`src/rtl/hazard_stall_unit.sv`:
```
// Stall/flush controller for the 5-stage RV32 pipeline: load-use bubbles, memory-wait freeze, branch redirect flush.
// Optional performance counters are enabled by defining HAZARD_PERF_CNT_EN.
module hazard_stall_unit #(
    parameter int REG_AW  = 5,
    parameter int TIMEOUT = 64,
    parameter int CNT_W   = 32
) (
    input  logic              clk,
    input  logic              rst,
    input  logic [REG_AW-1:0] id_rs1,
    input  logic [REG_AW-1:0] id_rs2,
    input  logic              id_use_rs1,
    input  logic              id_use_rs2,
    input  logic [REG_AW-1:0] idex_rd,
    input  logic              idex_memread,
    input  logic              br_taken,
    input  logic              imem_stall,
    input  logic              dmem_stall,
    output logic              pc_we,
    output logic              ifid_we,
    output logic              idex_we,
    output logic              exmem_we,
    output logic              memwb_we,
    output logic              ifid_flush,
    output logic              idex_flush,
    output logic              stall_timeout,
    output logic [CNT_W-1:0]  cnt_loaduse,
    output logic [CNT_W-1:0]  cnt_memstall,
    output logic [CNT_W-1:0]  cnt_flush
);

    localparam int SCW = $clog2(TIMEOUT + 1);
    localparam logic [SCW-1:0] TIMEOUT_C = SCW'(TIMEOUT);

    typedef enum logic {RUN, MWAIT} state_t;

    state_t         state_q, state_d;
    logic           pend_flush_q, pend_flush_d;
    logic [SCW-1:0] stall_cnt_q, stall_cnt_d;
    logic           stall_timeout_q, stall_timeout_d;

    logic mem_stall;
    logic flush_now;
    logic load_use;

    assign mem_stall = imem_stall | dmem_stall;
    assign flush_now = !mem_stall && (br_taken || pend_flush_q);
    assign load_use  = idex_memread && (idex_rd != '0) &&
                       ((id_use_rs1 && (id_rs1 == idex_rd)) ||
                        (id_use_rs2 && (id_rs2 == idex_rd)));

    always_ff @(posedge clk or posedge rst) begin
        if (rst) begin
            state_q         <= RUN;
            pend_flush_q    <= 1'b0;
            stall_cnt_q     <= '0;
            stall_timeout_q <= 1'b0;
        end else begin
            state_q         <= state_d;
            pend_flush_q    <= pend_flush_d;
            stall_cnt_q     <= stall_cnt_d;
            stall_timeout_q <= stall_timeout_d;
        end
    end

    // A redirect seen during a freeze is remembered and replayed on the first free cycle.
    always_comb begin
        state_d         = state_q;
        pend_flush_d    = 1'b0;
        stall_cnt_d     = '0;
        stall_timeout_d = stall_timeout_q;
        case (state_q)
            RUN:   if (mem_stall)  state_d = MWAIT;
            MWAIT: if (!mem_stall) state_d = RUN;
            default: state_d = RUN;
        endcase
        if (mem_stall) begin
            pend_flush_d = pend_flush_q | br_taken;
            if (state_q == RUN)
                stall_cnt_d = SCW'(1);
            else if (stall_cnt_q < TIMEOUT_C)
                stall_cnt_d = stall_cnt_q + SCW'(1);
            else
                stall_cnt_d = stall_cnt_q;
        end
        if (stall_cnt_d == TIMEOUT_C)
            stall_timeout_d = 1'b1;
    end

    always_comb begin
        pc_we      = 1'b1;
        ifid_we    = 1'b1;
        idex_we    = 1'b1;
        exmem_we   = 1'b1;
        memwb_we   = 1'b1;
        ifid_flush = 1'b0;
        idex_flush = 1'b0;
        if (rst) begin
            pc_we      = 1'b0;
            ifid_we    = 1'b0;
            idex_we    = 1'b0;
            exmem_we   = 1'b0;
            memwb_we   = 1'b0;
            ifid_flush = 1'b1;
            idex_flush = 1'b1;
        end else if (mem_stall) begin
            pc_we      = 1'b0;
            ifid_we    = 1'b0;
            idex_we    = 1'b0;
            exmem_we   = 1'b0;
            memwb_we   = 1'b0;
        end else if (flush_now) begin
            ifid_flush = 1'b1;
            idex_flush = 1'b1;
        end else if (load_use) begin
            pc_we      = 1'b0;
            ifid_we    = 1'b0;
            idex_flush = 1'b1;
        end
    end

    assign stall_timeout = stall_timeout_q;

`ifdef HAZARD_PERF_CNT_EN
    logic [CNT_W-1:0] cnt_loaduse_q, cnt_loaduse_d;
    logic [CNT_W-1:0] cnt_memstall_q, cnt_memstall_d;
    logic [CNT_W-1:0] cnt_flush_q, cnt_flush_d;

    always_ff @(posedge clk or posedge rst) begin
        if (rst) begin
            cnt_loaduse_q  <= '0;
            cnt_memstall_q <= '0;
            cnt_flush_q    <= '0;
        end else begin
            cnt_loaduse_q  <= cnt_loaduse_d;
            cnt_memstall_q <= cnt_memstall_d;
            cnt_flush_q    <= cnt_flush_d;
        end
    end

    // Only the event that actually wins the priority is counted; counters stick at all-ones.
    always_comb begin
        cnt_loaduse_d  = cnt_loaduse_q;
        cnt_memstall_d = cnt_memstall_q;
        cnt_flush_d    = cnt_flush_q;
        if (mem_stall && (cnt_memstall_q != '1))
            cnt_memstall_d = cnt_memstall_q + CNT_W'(1);
        if (flush_now && (cnt_flush_q != '1))
            cnt_flush_d = cnt_flush_q + CNT_W'(1);
        if (!mem_stall && !flush_now && load_use && (cnt_loaduse_q != '1))
            cnt_loaduse_d = cnt_loaduse_q + CNT_W'(1);
    end

    assign cnt_loaduse  = cnt_loaduse_q;
    assign cnt_memstall = cnt_memstall_q;
    assign cnt_flush    = cnt_flush_q;
`else
    assign cnt_loaduse  = '0;
    assign cnt_memstall = '0;
    assign cnt_flush    = '0;
`endif

endmodule

```
`config.mk`:
```
export PLATFORM = sky130hd
export DESIGN_NAME = hazard_stall_unit
export DESIGN_NICKNAME = d
export VERILOG_FILES = /design/src/rtl/hazard_stall_unit.sv
export SDC_FILE = /design/constraint.sdc
export NUM_CORES = 1
export LEC_CHECK = 0
export BUFFER_PORTS_ARGS = -buffer_cell sky130_fd_sc_hd__buf_2
export CELL_PAD_IN_SITES_DETAIL_PLACEMENT = 0
export CELL_PAD_IN_SITES_GLOBAL_PLACEMENT = 1
export CORE_UTILIZATION = 23
export CTS_CLUSTER_SIZE = 12
export DETAILED_ROUTE_END_ITERATION = 6
export PLACE_DENSITY = 0.79
export SLEW_MARGIN = 20
export SYNTH_ARGS = -nofsm -noshare
export SYNTH_HDL_FRONTEND = slang
export SYNTH_SLANG_ARGS = --single-unit
```
`constraint.sdc`:
```
create_clock -name clk -period 1.7 [get_ports clk]
set_clock_uncertainty 0.2 [all_clocks]
set_input_delay 0.255 -clock clk [delete_from_list [all_inputs] [get_ports clk]]
set_output_delay 0.255 -clock clk [all_outputs]
set_load 0.03 [all_outputs]
```
==> run summary, run 1 <==
Status = finished, violations left
Failing checks = negative setup slack
Commonest cells post-synth = buf_4 (99), nor2_1 (12), xnor2_1 (11)
Tmin final = 1.89 ns
Crit. End Element = output pin
Pwr Density = 721 mW/mm2
Clock buffer count from CTS = 3
Iter 0 DRT Violations = 30
Slowest CP cell = or4_4
Clock buffer depth = 2
Final nets = 239
Top cell type's share of synthesized area = 0.513
CTS tree = done
Die area = 0.00663 mm2
Post-synth EDFFs = 0
Crit path cell chain = buf_8 > or4_4 > o211ai_2 > o31a_1 > buf_6
Root buf cell = clkbuf_8
Post-CTS setup buffers = 0
Final Cycle Share = 1.11
Top_reg_cell synth = dfrtp_1
Final Util = 0.256
Filler cell count = 630
Setup repair after global routing missed its margin = true
Seq/Total Area, Yosys = 0.173
Clock Sinks = 10
Final hold vios = 0
WL per Instance = 7.64 um
Placeable Area = 0.00599 mm2
Crit path max fanout = 3
Global Route Usage Sum = 0.0635
Area leader, netlist = buf_4
Ys Warns = 0
Mapped Cells = 178
Multi-input gate area = 851 um2
Via count = 946
HP Class = in -> reg
Register bit count reported by yosys = 10
Layout Cells excl Fill = 289
Synth top area cells = buf_4 (51%), dfrtp_1 (17%), xnor2_1 (6.6%)
Antenna violations before repair = 0
H-tree levels = 1
Maximum clock rate = 530 MHz
Inserted Diodes = 0
Largest net degree at the start of global routing = 11
Setup ws final = -0.188 ns
Clock transition at path regs = 0.05 ns
Area grow syn2layout = 5.61%
Crit path required time = 1.24 ns
Layout cells sized above 1 = 0.276
Avg Synthesized Cell Area = 8.15 um2
Max incr delay on CP = 0.52 ns
Routed Antenna Nets = 0
DIE WIDTH = 81.4 um
Residual DRC = 0
Most frequent cell after synthesis = buf_4
Crit start category = primary input
Cell area after synthesis = 0.00145 mm2
Synth cell types = 34
FFs w/ async S/R, synth = 1.00
Worst EP arrival = 1.43 ns
Cells after DPL = 284
Total leakage power = 0.826 nW
Initial Utilization = 0.242
Vias per cell = 3.27
Grt ovf = 0
Maxcap violations = 0
Worst setup path category = in -> out
Post-Route WL = 2210 um
Register area = 250 um2
Io pins = 127
Dpl hpwl = 1890 um
Final setup violation count = 3
Peak supply drop = 0.178 mV
Port buffer count = 30
First-pass GRT wire length = 3250 um
Routability Congestion = 0.799
Worst-Skew Late Latency = 0.23 ns
Final-report max-slew violation count = 0
Die Ht = 81.4 um
DR pass1 iterations = 4
Num rows = 28
Vias in the first global route = 770
layer usage:
metal / part of all wire / global-route usage / up-vias
li1: - / - / 450
met1: 0.34 / 0.0642 / 432
met2: 0.56 / 0.123 / 60
met3: 0.072 / 0.00674 / 4
met4: 0.021 / 0.0375 / 0
met5: 0 / 0 / -
cells by family after synthesis:
| logic type | share of synthesized area |
|---|---|
| buf+inv | 0.535 |
| simple gates | 0.110 |
| compound gates | 0.0742 |
| xor+xnor | 0.0906 |
| flops | 0.173 |
| fa+ha+maj | 0.00863 |
| other cells | 0.00259 |
| mux | 0.00690 |
state kept, by name, indices dropped and copies added (netlist names):
register,count
pend_flush_q,1
stall_cnt_q,7
stall_timeout,1
state_q,1
report_power, final:
part | internal, mW | switching [mW]
clock network | 0.203 | 0.0865
logic | 0.134 | 0.399
registers | 0.257 | 0.0238
total | 0.595 | 0.510
worst max-delay path, delay by kind of cell:
| family | cells | cell delay, ns |
|---|---|---|
| buffers and inverters | 2 | 0.25 |
| AND/OR/NAND/NOR | 1 | 0.52 |
| AO/OA/AOI/OAI | 2 | 0.40 |
stage by stage:
stage	cell area, um2	setup slack, ns	setup TNS [ns]	hold WS, ns	power, mW
final	1530	-0.188	-0.444	0.0966	1.10
after floorplan	1820	-0.238	-0.308	-0.0896	0.872
after detailed placement	1360	-0.246	-0.600	0.101	0.778
after global placement	1360	-0.214	-0.530	0.0985	0.773
after CTS	1460	-0.170	-0.391	0.0981	1.09
after global routing	1530	-0.220	-0.597	0.146	1.17
cells in the final DEF (no fill, tap or decap), types with 4 or more instances in the layout:
master,netlist,final
nand4_1,4,4
xor2_1,4,4
buf_2,1,22
xnor2_1,11,5
buf_4,99,8
xnor2_2,0,6
nor2_1,12,11
clkbuf_8,0,4
dfrtp_1,10,10
buf_6,1,6
nand2_1,4,4
conb_1,1,96
cell type report:
| type | instances | share of cell area |
|---|---|---|
| clock buffer | 4 | 0.0359 |
| multi-input combinational | 158 | 0.556 |
| timing repair buffer | 39 | 0.176 |
| tap | 75 | 0.0613 |
| inverter | 3 | 0.00735 |
| sequential | 10 | 0.163 |
path summary, 6_finish.rpt:
| path | start | to | slack (ns) | depth (start not counted) |
|---|---|---|---|---|
| worst max-delay path | idex_rd[1] | pc_we | -0.19 | 5 |
| worst min-delay path | br_taken | pend_flush_q$_DFF_PP0_ | 0.1 | 3 |
| worst max register to register | stall_cnt_q[1]$_DFF_PP0_ | stall_timeout$_DFFE_PP0N_ | 0.08 | 6 |
| worst min register to register | state_q$_DFF_PP0_ | stall_cnt_q[0]$_DFF_PP0_ | 0.25 | 1 |
| max in group asynchronous | rst | state_q$_DFF_PP0_ | 0.76 | 4 |
| min in group asynchronous | rst | stall_cnt_q[6]$_DFF_PP0_ | 0.40 | 4 |
what timing repair did:
action | CTS | global route
endpoints found under the hold margin | 10 | 0
pin swaps | 4 | 8
endpoints found under the setup margin | 3 | 4
hold buffers | 1 | 0
resized for setup | 11 | 14
Note: power is estimated with default switching activity, not from simulation.
==> run 2: changes to the inputs <==
--- a/config.mk
+++ b/config.mk
@@ -8,10 +8,10 @@
 export BUFFER_PORTS_ARGS = -buffer_cell sky130_fd_sc_hd__buf_2
 export CELL_PAD_IN_SITES_DETAIL_PLACEMENT = 0
 export CELL_PAD_IN_SITES_GLOBAL_PLACEMENT = 1
-export CORE_UTILIZATION = 23
+export CORE_UTILIZATION = 25
 export CTS_CLUSTER_SIZE = 12
 export DETAILED_ROUTE_END_ITERATION = 6
-export PLACE_DENSITY = 0.79
+export PLACE_DENSITY = 0.82
 export SLEW_MARGIN = 20
 export SYNTH_ARGS = -nofsm -noshare
 export SYNTH_HDL_FRONTEND = slang
==> constraint.sdc (replaced) <==
create_clock -name clk -period 1.95 [get_ports clk]
set_clock_uncertainty 0.2 [all_clocks]
set_input_delay 0.2925 -clock clk [delete_from_list [all_inputs] [get_ports clk]]
set_output_delay 0.2925 -clock clk [all_outputs]
set_load 0.03 [all_outputs]
==> run 2 against run 1 <==
Against the previous run:
- the run still ends with negative setup slack left
- setup slack gained 0.14 ns
- utilization shrank 0.067 points
- wire length is essentially flat
- critical path depth is the same
- critical endpoint is now ifid_we
- largest cell class unchanged
- highest routed layer unchanged
==> run summary, run 2 (same netlist as run 1, synthesis figures left out) <==
Maxcap violations = 0 (unchanged)
DIE WIDTH = 78.2 um (was 81.4 um)
Num rows = 27 (was 28)
Flip-flop count of the largest register after layout = 7 (unchanged)
Cells after DPL = 276 (was 284)
Routed Antenna Nets = 0 (unchanged)
Grt ovf = 0 (unchanged)
Maximum clock rate = 501 MHz
Crit path max fanout = 3 (unchanged)
Final Util = 0.255 (was 0.256)
Residual DRC = 0 (unchanged)
Worst EP arrival = 1.50 ns (was 1.43 ns)
Final setup violation count = 2 (was 3)
Clock transition at path regs = 0.04 ns (was 0.05 ns)
Initial Utilization = 0.262 (was 0.242)
Final Cycle Share = 1.02
Clock buffer count from CTS = 3 (unchanged)
R2R depth = 6 (unchanged)
Largest net degree at the start of global routing = 11 (unchanged)
Port buffer count = 30 (unchanged)
Vias per cell = 3.33 (was 3.27)
Tmin final = 1.99 ns
First-pass GRT wire length = 3170 um (was 3250 um)
R2R setup slack = 0.24 ns (was 0.08 ns)
Setup crit end = ifid_we (was pc_we)
CP Launch Point = idex_rd[2] (was idex_rd[1])
Worst setup path category = in -> out (unchanged)
Layout Cells excl Fill = 280 (was 289)
Crit start category = primary input (unchanged)
Setup TNS = -0.0614 ns (was -0.444 ns)
Iter 0 DRT Violations = 30 (unchanged)
Worst-Skew Late Latency = 0.23 ns (about the same)
Status = finished, violations left (unchanged)
Io pins = 127 (unchanged)
Setup repair after global routing missed its margin = true (unchanged)
Pwr Density = 628 mW/mm2 (was 721 mW/mm2)
Crit path required time = 1.46 ns (was 1.24 ns)
Commonest cells after routing, fill and taps aside = conb_1 (96), buf_2 (26), nor2_1 (11) (was conb_1 (96), buf_2 (22), nor2_1 (11))
Failing checks = negative setup slack (unchanged)
H-tree levels = 1 (unchanged)
Die area = 0.00611 mm2 (was 0.00663 mm2)
Final-report max-slew violation count = 0 (unchanged)
Dpl hpwl = 1790 um (was 1890 um)
Placeable Area = 0.00554 mm2 (was 0.00599 mm2)
Routability Congestion = 0.755 (was 0.799)
Crit. End Element = output pin (unchanged)
Die Ht = 78.2 um (was 81.4 um)
Pwr Total = 0.887 mW (was 1.10 mW)
Clock buffer depth = 2 (unchanged)
Via count = 932 (was 946)
Post-CTS setup buffers = 0 (unchanged)
Area grow syn2layout = -2.59% (was 5.61%)
FF-to-FF End = stall_timeout$_DFFE_PP0N_ (unchanged)
Vias in the first global route = 757 (was 770)
Clock Sinks = 10 (unchanged)
Most common cell after layout, fill and taps aside = conb_1 (unchanged)
CTS tree = done (unchanged)
Final hold vios = 0 (unchanged)
Design area = 0.00141 mm2 (was 0.00153 mm2)
Total leakage power = 0.768 nW (was 0.826 nW)
WL per Instance = 7.89 um (was 7.64 um)
Peak supply drop = 0.161 mV (was 0.178 mV)
HP Class = in -> reg (unchanged)
Root buf cell = clkbuf_8 (unchanged)
Layout cells sized above 1 = 0.226 (was 0.276)
Global Route Usage Sum = 0.0655 (was 0.0635)
Critical R2R Launch = stall_cnt_q[0]$_DFF_PP0_ (was stall_cnt_q[1]$_DFF_PP0_)
DR pass1 iterations = 3 (was 4)
Post-Route WL = 2210 um (about the same)
Final nets = 234 (was 239)
Setup ws final = -0.0440 ns (was -0.188 ns)
Antenna violations before repair = 0 (unchanged)
Placed instance area = 0.00131 mm2 (was 0.00136 mm2)
Inserted Diodes = 0 (unchanged)
Largest Register = stall_cnt_q (unchanged)
[run 2: cell count changes in the layout (fill, tap and decap cells not counted), sizes merged]
cell    delta
clkbuf     -2
buf        -4
[run 2: metal layers]
layer / track usage / up-vias / wire length, um / part of all wire
li1: - / 437 / - / -
met1: 0.0575 / 418 / 656 / 0.30
met2: 0.130 / 66 / 1290 / 0.58
met3: 0.0128 / 11 / 173 / 0.078
met4: 0.0481 / 0 / 91 / 0.041
met5: 0 / - / 0 / 0
[run 2: worst min-delay path by stage]
stage / start / to / slack (ns) / cells past startpoint
6_report: br_taken / pend_flush_q$_DFF_PP0_ / 0.16 / 3
5_1_grt: br_taken / pend_flush_q$_DFF_PP0_ / 0.18 / 3
4_1_cts: br_taken / pend_flush_q$_DFF_PP0_ / 0.17 / 3
3_5_place_dp: rst / pend_flush_q$_DFF_PP0_ / 0.11 / 3
3_3_place_gp: rst / pend_flush_q$_DFF_PP0_ / 0.11 / 3
2_1_floorplan: rst / pend_flush_q$_DFF_PP0_ / -0.06 / 1
[run 2: worst max-delay path, stage by stage]
cell,delay [ns]
buf_2,0.13
or4_4,0.52
o211ai_2,0.18
o31a_1,0.19
buf_4,0.18
[run 2: layout make-up]
cell class,instances,area (um2)
Multi-Input combinational cell,158,816
Inverter,3,11.3
Clock buffer,3,41.3
Tap cell,72,90.1
Timing Repair Buffer,34,204
Sequential cell,10,250
Fill cell,606,4130
[run 2: per-stage QoR]
step                setup slack, ns  hold slack [ns]
floorplan                   -0.0848          -0.0605
global placement            0.00823            0.114
detailed placement          -0.0133            0.113
CTS                         0.00325            0.168
global route                -0.0876            0.177
finish                      -0.0440            0.165
[run 2: report_power, final]
part           internal, mW  switching, mW
clock network         0.134         0.0693
logic                0.0940          0.341
registers             0.225         0.0237
[run 2: what timing repair did]
action	in CTS	in global routing
gates resized for setup	2	10
endpoints found under the setup margin	2	3
hold buffers	1	0
cloned	0	0
endpoints found under the hold margin	10	0
pin swaps	1	1
==> run 3: changes to the inputs <==
--- a/config.mk
+++ b/config.mk
@@ -11,6 +11,7 @@
 export CORE_UTILIZATION = 25
 export CTS_CLUSTER_SIZE = 12
 export DETAILED_ROUTE_END_ITERATION = 6
+export GPL_ROUTABILITY_DRIVEN = 0
 export PLACE_DENSITY = 0.82
 export SLEW_MARGIN = 20
 export SYNTH_ARGS = -nofsm -noshare
==> constraint.sdc (replaced) <==
create_clock -name clk -period 1.95 [get_ports clk]
set_clock_uncertainty 0.2 [all_clocks]
set_input_delay 0.195 -clock clk [delete_from_list [all_inputs] [get_ports clk]]
set_output_delay 0.195 -clock clk [all_outputs]
set_load 0.03 [all_outputs]
==> run 3 against run 2 <==
Against the previous run:
- cell count is 0.36% lower
- utilization fell by 1.1 points
- the run now ends clean
- first-iteration DRC count decreased by 27%
- highest routed layer unchanged
- setup slack gained 0.22 ns
==> run summary, run 3 (same netlist as run 1, synthesis figures left out) <==
Status = completed (was finished, violations left)
Maximum clock rate = 563 MHz (was 501 MHz)
Tmin final = 1.78 ns (was 1.99 ns)
Flip-flop count of the largest register after layout = 7 (unchanged)
Commonest cells after routing, fill and taps aside = conb_1 (96), buf_2 (30), nor2_1 (11), xnor2_1 (11), dfrtp_1 (10) (was conb_1 (96), buf_2 (26), nor2_1 (11))
Clock buffer depth = 2 (unchanged)
Critical R2R Launch = stall_cnt_q[0]$_DFF_PP0_ (unchanged)
Routed Antenna Nets = 0 (unchanged)
Largest net degree at the start of global routing = 11 (unchanged)
Crit path required time = 1.55 ns (was 1.46 ns)
Layout cells sized above 1 = 0.198 (was 0.226)
Setup TNS = 0 ns (was -0.0614 ns)
Inserted Diodes = 0 (unchanged)
Post-Route WL = 2020 um (was 2210 um)
# hold bufs at CTS = 1 (unchanged)
Vias in the first global route = 694 (was 757)
Final setup violation count = 0 (was 2)
Worst setup path category = in -> out (unchanged)
Io pins = 127 (unchanged)
Grt ovf = 0 (unchanged)
DIE WIDTH = 78.2 um (unchanged)
Hold WS = 0.0478 ns (was 0.165 ns)
Residual DRC = 0 (unchanged)
Worst-Skew Late Latency = 0.23 ns (about the same)
Iter 0 DRT Violations = 22 (was 30)
Initial Utilization = 0.262 (unchanged)
Global Route Usage Sum = 0.0643 (was 0.0655)
Most common cell after layout, fill and taps aside = conb_1 (unchanged)
Final Cycle Share = 0.911 (was 1.02)
Clock buffer count from CTS = 3 (unchanged)
Worst EP arrival = 1.38 ns (was 1.50 ns)
DR pass1 iterations = 4 (was 3)
Critical hold path startpoint = br_taken (unchanged)
Filler cell count = 606 (unchanged)
Clock transition at path regs = 0.04 ns (about the same)
Antenna violations before repair = 0 (unchanged)
CP Launch Point = rst (was idex_rd[2])
FF-to-FF End = stall_timeout$_DFFE_PP0N_ (unchanged)
Area grow syn2layout = -6.82% (was -2.59%)
Dpl hpwl = 1770 um (was 1790 um)
Final hold vios = 0 (unchanged)
CTS tree = done (unchanged)
Final nets = 233 (was 234)
Post-CTS setup buffers = 0 (unchanged)
Largest Register = stall_cnt_q (unchanged)
R2R depth = 6 (unchanged)
WL per Instance = 7.24 um (was 7.89 um)
Clock Sinks = 10 (unchanged)
Total leakage power = 0.738 nW (was 0.768 nW)
Crit path max fanout = 4 (was 3)
Via count = 903 (was 932)
Placeable Area = 0.00554 mm2 (unchanged)
Vias per cell = 3.24 (was 3.33)
Die area = 0.00611 mm2 (unchanged)
First-pass GRT wire length = 3020 um (was 3170 um)
Pwr Density = 646 mW/mm2 (was 628 mW/mm2)
HP Class = in -> reg (unchanged)
Final-report max-slew violation count = 0 (unchanged)
Peak supply drop = 0.172 mV (was 0.161 mV)
Port buffer count = 30 (unchanged)
Setup crit end = ifid_we (unchanged)
R2R setup slack = 0.24 ns (about the same)
Die Ht = 78.2 um (unchanged)
Post-CTS resize count = 0 (was 2)
H-tree levels = 1 (unchanged)
Maxcap violations = 0 (unchanged)
Root buf cell = clkbuf_8 (unchanged)
Crit. End Element = output pin (unchanged)
Setup repair after global routing missed its margin = false (was true)
Num rows = 27 (unchanged)
Crit start category = primary input (unchanged)
[run 3: worst min path at each step]
| stage | depth (start not counted) | endpoint | slack [ns] |
|---|---|---|---|
| CTS | 3 | pend_flush_q$_DFF_PP0_ | 0.04 |
| finish | 3 | pend_flush_q$_DFF_PP0_ | 0.05 |
| floorplan | 1 | pend_flush_q$_DFF_PP0_ | -0.16 |
| global placement | 3 | pend_flush_q$_DFF_PP0_ | 0.02 |
| global route | 3 | pend_flush_q$_DFF_PP0_ | 0.06 |
| detailed placement | 3 | pend_flush_q$_DFF_PP0_ | 0.02 |
[run 3: per-stage QoR]
stage,area [um2],cells,setup slack (ns),utilization,total power [mW]
finish,1350,279,0.173,0.244,0.873
global route,1350,279,0.0794,0.244,0.923
CTS,1350,279,0.168,0.244,0.881
detailed placement,1300,275,0.175,0.235,0.664
global placement,1300,275,0.203,0.235,0.660
floorplan,1810,273,0.110,-,0.758
[run 3: routing by layer]
layer  up-vias  GRT usage  wire length [um]
li1        439          -                 -
met1       397     0.0604               687
met2        62      0.123              1100
met3         5     0.0105               169
met4         0     0.0500                63
met5         -          0                 0
[run 3: critical path, cell delays in order]
cell	delay [ns]
dlygate4sd3_1	0.54
buf_2	0.13
nor2_2	0.15
o31a_1	0.17
buf_2	0.20
[run 3: area by class of cell]
class / count / area [um2] / area share
Inverter: 3 / 11.3 / 0.00833
Tap cell: 72 / 90.1 / 0.0667
Timing Repair Buffer: 33 / 175 / 0.130
Clock buffer: 3 / 41.3 / 0.0306
Multi-Input combinational cell: 158 / 783 / 0.580
Sequential cell: 10 / 250 / 0.185
[run 3: report_power, final]
part           switching [mW]  internal (mW)  total (mW)
logic                   0.334         0.0842       0.418
clock network          0.0726          0.134       0.207
registers              0.0232          0.225       0.248
total                   0.430          0.443       0.873
